`config.mk`:
```
export PLATFORM = sky130hd
export DESIGN_NAME = cpld_scan_ctrl_flat
export DESIGN_NICKNAME = d
export VERILOG_FILES = /design/src/rtl/cpld_scan_ctrl_if.sv /design/src/rtl/cpld_scan_ctrl.sv /design/src/flat_wrapper.sv
export SDC_FILE = /design/constraint.sdc
export NUM_CORES = 1
export LEC_CHECK = 0
export BUFFER_PORTS_ARGS = -buffer_cell sky130_fd_sc_hd__buf_2
export CAP_MARGIN = 20
export CORE_ASPECT_RATIO = 0.5
export CORE_MARGIN = 5
export CORE_UTILIZATION = 50
export DETAILED_ROUTE_END_ITERATION = 8
export GPL_TIMING_DRIVEN = 0
export PLACE_DENSITY = 0.81
export SKIP_LAST_GASP = 1
export SYNTH_ARGS = -nofsm -noshare
export SYNTH_HDL_FRONTEND = slang
export SYNTH_SLANG_ARGS = --single-unit
```
`constraint.sdc`:
```
create_clock -name clk -period 2.6 [get_ports clk]
set_input_delay 0.13 -clock clk [delete_from_list [all_inputs] [get_ports clk]]
set_output_delay 0.13 -clock clk [all_outputs]
set_load 0.005 [all_outputs]
```
`src/rtl/cpld_scan_ctrl_if.sv`:
```
// Bundle of the scan handshake, the CPLD3 datapath hooks and the result bus.
// slave  : the controller's view
// master : the row source / datapath / result consumer view
interface cpld_scan_ctrl_if;
  // scan control
  logic       start;
  logic       abort;
  logic [2:0] max_row;
  // row source handshake
  logic [4:0] row_data;
  logic       row_valid;
  logic       row_ready;
  // CPLD3 datapath drive and return
  logic [4:0] left_in2;
  logic [2:0] sel;
  logic [2:0] pos_c;
  logic [3:0] sel_out2;
  logic [4:0] right_out2;
  logic       last_row;
  // captured results and status
  logic [4:0] res_data;
  logic [3:0] res_sel;
  logic [2:0] res_pos;
  logic       res_valid;
  logic       busy;
  logic       done;

  modport slave (
    input  start, abort, max_row, row_data, row_valid,
           sel_out2, right_out2, last_row,
    output row_ready, left_in2, sel, pos_c,
           res_data, res_sel, res_pos, res_valid, busy, done
  );

  modport master (
    output start, abort, max_row, row_data, row_valid,
           sel_out2, right_out2, last_row,
    input  row_ready, left_in2, sel, pos_c,
           res_data, res_sel, res_pos, res_valid, busy, done
  );
endinterface

```
`src/rtl/cpld_scan_ctrl.sv`:
```
// Row-scan controller for the CPLD3 datapath.
// Fetches one row word per step, waits one cycle for the datapath to settle,
// captures its result, and walks pos_c from 0 up to the latched limit (or an
// early last_row). sel cycles modulo 5 alongside pos_c.
module cpld_scan_ctrl (
  input  logic              clk,
  input  logic              rst,
  cpld_scan_ctrl_if.slave   bus
);

  typedef enum logic [1:0] {
    S_IDLE   = 2'd0,
    S_FETCH  = 2'd1,
    S_SETTLE = 2'd2,
    S_FIN    = 2'd3
  } state_t;

  state_t     r_state;
  logic [2:0] r_lim;
  logic [2:0] r_pos;
  logic [2:0] r_sel;
  logic [4:0] r_left;
  logic [4:0] r_res_data;
  logic [3:0] r_res_sel;
  logic [2:0] r_res_pos;
  logic       r_res_valid;
  logic       r_busy;
  logic       r_done;

  // Scan ends on the datapath's flag or when the latched limit is reached;
  // lim <= 7 means pos_c can never need to wrap.
  logic       w_last;
  logic [2:0] w_sel_nxt;
  assign w_last    = bus.last_row || (r_pos == r_lim);
  assign w_sel_nxt = (r_sel == 3'd4) ? 3'd0 : (r_sel + 3'd1);

  // Main FSM; every output except row_ready is a register updated here.
  always_ff @(posedge clk) begin
    if (rst) begin
      r_state     <= S_IDLE;
      r_lim       <= 3'd0;
      r_pos       <= 3'd0;
      r_sel       <= 3'd0;
      r_left      <= 5'd0;
      r_res_data  <= 5'd0;
      r_res_sel   <= 4'd0;
      r_res_pos   <= 3'd0;
      r_res_valid <= 1'b0;
      r_busy      <= 1'b0;
      r_done      <= 1'b0;
    end else begin
      // pulses default low; only the capture / FIN-entry edges raise them
      r_res_valid <= 1'b0;
      r_done      <= 1'b0;
      case (r_state)
        S_IDLE: begin
          // abort is not looked at here, so start+abort still starts a scan
          if (bus.start) begin
            r_lim   <= bus.max_row;
            r_pos   <= 3'd0;
            r_sel   <= 3'd0;
            r_busy  <= 1'b1;
            r_state <= S_FETCH;
          end
        end
        S_FETCH: begin
          if (bus.abort) begin
            r_busy  <= 1'b0;
            r_state <= S_IDLE;
          end else if (bus.row_valid) begin
            r_left  <= bus.row_data;
            r_state <= S_SETTLE;
          end
        end
        S_SETTLE: begin
          // abort wins over the capture: the row in flight is dropped silently
          if (bus.abort) begin
            r_busy  <= 1'b0;
            r_state <= S_IDLE;
          end else begin
            r_res_data  <= bus.right_out2;
            r_res_sel   <= bus.sel_out2;
            r_res_pos   <= r_pos;
            r_res_valid <= 1'b1;
            if (w_last) begin
              r_done  <= 1'b1;
              r_state <= S_FIN;
            end else begin
              r_pos   <= r_pos + 3'd1;
              r_sel   <= w_sel_nxt;
              r_state <= S_FETCH;
            end
          end
        end
        S_FIN: begin
          // done is already high for this one cycle; abort has no effect here
          r_busy  <= 1'b0;
          r_state <= S_IDLE;
        end
        default: begin
          r_busy  <= 1'b0;
          r_state <= S_IDLE;
        end
      endcase
    end
  end

  assign bus.row_ready = (r_state == S_FETCH);
  assign bus.left_in2  = r_left;
  assign bus.sel       = r_sel;
  assign bus.pos_c     = r_pos;
  assign bus.res_data  = r_res_data;
  assign bus.res_sel   = r_res_sel;
  assign bus.res_pos   = r_res_pos;
  assign bus.res_valid = r_res_valid;
  assign bus.busy      = r_busy;
  assign bus.done      = r_done;

endmodule

```
`src/flat_wrapper.sv`:
```
// flat-port wrapper written by rule: the top's interface ports become plain ports
module cpld_scan_ctrl_flat 
  (clk, rst, bus_start, bus_abort, bus_max_row, bus_row_data, bus_row_valid, bus_sel_out2, bus_right_out2, bus_last_row, bus_row_ready, bus_left_in2, bus_sel, bus_pos_c, bus_res_data, bus_res_sel, bus_res_pos, bus_res_valid, bus_busy, bus_done);
  cpld_scan_ctrl_if bus_i ();
  input  logic clk;
  input  logic rst;
  input wire logic [$bits(bus_i.start)-1:0] bus_start;
  input wire logic [$bits(bus_i.abort)-1:0] bus_abort;
  input wire logic [$bits(bus_i.max_row)-1:0] bus_max_row;
  input wire logic [$bits(bus_i.row_data)-1:0] bus_row_data;
  input wire logic [$bits(bus_i.row_valid)-1:0] bus_row_valid;
  input wire logic [$bits(bus_i.sel_out2)-1:0] bus_sel_out2;
  input wire logic [$bits(bus_i.right_out2)-1:0] bus_right_out2;
  input wire logic [$bits(bus_i.last_row)-1:0] bus_last_row;
  output wire logic [$bits(bus_i.row_ready)-1:0] bus_row_ready;
  output wire logic [$bits(bus_i.left_in2)-1:0] bus_left_in2;
  output wire logic [$bits(bus_i.sel)-1:0] bus_sel;
  output wire logic [$bits(bus_i.pos_c)-1:0] bus_pos_c;
  output wire logic [$bits(bus_i.res_data)-1:0] bus_res_data;
  output wire logic [$bits(bus_i.res_sel)-1:0] bus_res_sel;
  output wire logic [$bits(bus_i.res_pos)-1:0] bus_res_pos;
  output wire logic [$bits(bus_i.res_valid)-1:0] bus_res_valid;
  output wire logic [$bits(bus_i.busy)-1:0] bus_busy;
  output wire logic [$bits(bus_i.done)-1:0] bus_done;
  assign bus_i.start = bus_start;
  assign bus_i.abort = bus_abort;
  assign bus_i.max_row = bus_max_row;
  assign bus_i.row_data = bus_row_data;
  assign bus_i.row_valid = bus_row_valid;
  assign bus_i.sel_out2 = bus_sel_out2;
  assign bus_i.right_out2 = bus_right_out2;
  assign bus_i.last_row = bus_last_row;
  assign bus_row_ready = bus_i.row_ready;
  assign bus_left_in2 = bus_i.left_in2;
  assign bus_sel = bus_i.sel;
  assign bus_pos_c = bus_i.pos_c;
  assign bus_res_data = bus_i.res_data;
  assign bus_res_sel = bus_i.res_sel;
  assign bus_res_pos = bus_i.res_pos;
  assign bus_res_valid = bus_i.res_valid;
  assign bus_busy = bus_i.busy;
  assign bus_done = bus_i.done;
  cpld_scan_ctrl u_core (.clk(clk), .rst(rst), .bus(bus_i));
endmodule
```
==> impl_metrics.tcl <==
set metrics [dict create \
    total_leakage_power_uw 0.000800 \
    synthTopCellsByCount "31 x dfxtp_1, 30 x nand2_1, 17 x a21oi_1" \
    fin_crit_sh_pct 73.8 \
    path_class "reg2reg" \
    async_flop_share_pct 0 \
    wl_um 3020 \
    cts.sinks 31 \
    portBuffers 48 \
    end_kind "register" \
    fin_skew_ns 0.00216 \
    crit_chain "inv_1 -> ha_1 -> nand2b_1 -> buf_6 -> or3_4 -> o211a_4 -> mux2_4" \
    grt_pass1_wl_um 4860 \
    post_drt_wl_per_cell_um 12.5 \
    fmaxAchievable_mhz 521 \
    antenna_found_initial 0 \
    rows 13 \
    ant_nets 0 \
    drt_iter0_drc 32 \
    clkTransAtPathRegs_ns 0.06 \
    syn_avg_cell_area_um2 9.02 \
    drc 0 \
    synth.most_common_cell "dfxtp_1" \
    tritoncts.num_buffers 5 \
    rsz0062_at_grt "false" \
    post_cts_resized 0 \
    worstPathRequired_ns 2.77 \
    cp_max_fo 8 \
    grt_use_total_pct 16.3 \
    areaGrowthSynthToFinish_pct 27.8 \
    synth_edf_count 0 \
    ios 50 \
    final_area_um2 1710 \
    layout-drive-gt1-share_pct 29.4 \
    synthTopCellsByArea "dfxtp_1 46%, nand2_1 8.4%, ha_1 6.6%" \
    vias 1193 \
    synth.distinct_cells 30 \
    synthCells 148 \
    post_cts_buffers 0 \
    layoutNonFillerInstCount 241 \
    cts-root-buf "clkbuf_8" \
    fin_nets 233 \
    tns_ns 0 \
    relSlewSlack_pct 66.9 \
    synth_seq_area_share_pct 46.5 \
    grt_max_degree 11 \
    min_path_type "in2reg" \
    routed_via_density 4.95 \
    dieHeight_um 46.5 \
    fp.dieArea_um2 3870 \
    fp.dieW_um 83.1 \
    synth_top_area_cell "dfxtp_1" \
    critPathSlowestCell "or3_4" \
    finalPower_uw 965 \
    drv_cap 0 \
    firstDrtPassIters 4 \
    dpl_worst_slack_ns 0.702 \
    period_needed_ns 1.92 \
    worst_path_largest_cell_delay_ns 0.38 \
    power_density_nw_per_um2 565 \
    dp.cells 233 \
    start_util_pct 51.9 \
    postCtsHoldBufs 0 \
    grt_pass1_vias 1118 \
    htreeDepth 2 \
    synth_flop_cell "dfxtp_1" \
    coreArea_um2 2570 \
    setup.worst_path.start_class "register" \
    drv_slew 0 \
    peakVddDrop_uv 384 \
    synth_area_um2 1340 \
    cts_buffer_depth 2 \
    grt_overflow_total 0 \
    final-setup-viol-count 0 \
    synth_nets 178 \
    dpl-instance-area_um2 1620 \
    layout_setup_ws_ns 0.682 \
    synth.yosys.warnings 0 \
    fillers 239 \
    synth_seq_cells 31 \
    yosysTopAreaCellShare_pct 46.5 \
    cts_tree "built" \
    outcome "completed" \
    n_antenna_cell 0 \
    clock_latency_ns 0.27 \
    place_hpwl_um 2270 \
    worstMarginPinSlew_ns 0.495 \
    place_congestion 0.815 \
    hold_viol 0 \
    worstPathArrival_ns 2.08 \
]
[routing by layer]
metal,share of wire (%),track usage [%]
met3,4.4,5.71
met1,45,17.3
met4,0.56,7.82
met2,50,30.6
met5,0,0
[stage by stage]
step / hold WS [ns] / util (%)
6_report: 0.0918 / 66.4
5_1_grt: 0.0807 / 66.4
4_1_cts: 0.0807 / 66.4
3_5_place_dp: 0.371 / 63.1
3_3_place_gp: 0.362 / 63.1
2_1_floorplan: 0.266 / -
[report_power, final]
group	internal [µW]	leakage (µW)	switching, µW
clock	187	0.0000412	174
sequential	487	0.000251	6.25
combinational	50.6	0.000508	60.2
total	724	0.000800	241
[cells in the final DEF (no fill, tap or decap), types with 2 or more instances in the layout]
cell,n
buf_2,48
nand3_1,7
nand2_1,30
ha_1,7
nor2_1,8
and3_1,2
xnor2_1,3
a22o_1,3
clkbuf_8,5
mux2i_1,7
dfxtp_1,31
nand2b_1,2
o2111ai_1,2
nand4b_1,2
a21oi_1,17
nor3_1,3
clkbuf_1,5
inv_1,6
[registers in the layout (all words and copies together) (netlist names)]
name and cells:
u_core.bus.res_data 5, u_core.bus.res_pos 3, u_core.bus.busy 1, u_core.bus.res_valid 1, u_core.bus.res_sel 4, u_core.r_state 2
u_core.bus.pos_c 3, u_core.bus.left_in2 5, u_core.r_lim 3, u_core.bus.sel 3, u_core.bus.done 1
[critical path, delay by kind of cell, from the launching register on]
family / cells / cell delay [ns]
DFF: 1 / 0.31
muxes: 1 / 0.25
adders and majority gates: 1 / 0.26
buffers and inverters: 2 / 0.26
AOI/OAI and AO/OA: 1 / 0.25
and+or+nand+nor: 2 / 0.47
[layout make-up]
cell class                 instances  area [µm²]  area share [%]
inverter                           6        22.5            1.32
clock inverter                     2        12.5           0.733
sequential                        31         621            36.4
clock buffer                       6        72.6            4.25
timing repair buffer              48         240            14.1
multi-input combinational        105         662            38.8
tap                               37        46.3            2.71
buffer                             6        30.0            1.76
[final timing paths]
check / cells after the start / to / slack, ns / start
worst max-delay path: 7 / u_core.bus.pos_c[0] / 0.68 / u_core.r_state[0]
worst min-delay path: 3 / u_core.bus.res_sel[0] / 0.09 / bus_sel_out2[0]
worst max register to register: 7 / u_core.bus.pos_c[0] / 0.68 / u_core.r_state[0]
worst min register to register: 2 / u_core.bus.res_pos[2] / 0.45 / u_core.bus.res_pos[2]
[kinds of logic after synthesis]
group | share of synthesized area [%]
adder cells (fa/ha/maj) | 6.56
XOR/XNOR | 1.97
multiplexers | 6.37
flip-flops | 46.5
AO/OA/AOI/OAI | 13.1
buffers and inverters | 3.94
AND/OR/NAND/NOR | 21.6
(Power assumes the default switching activity.)
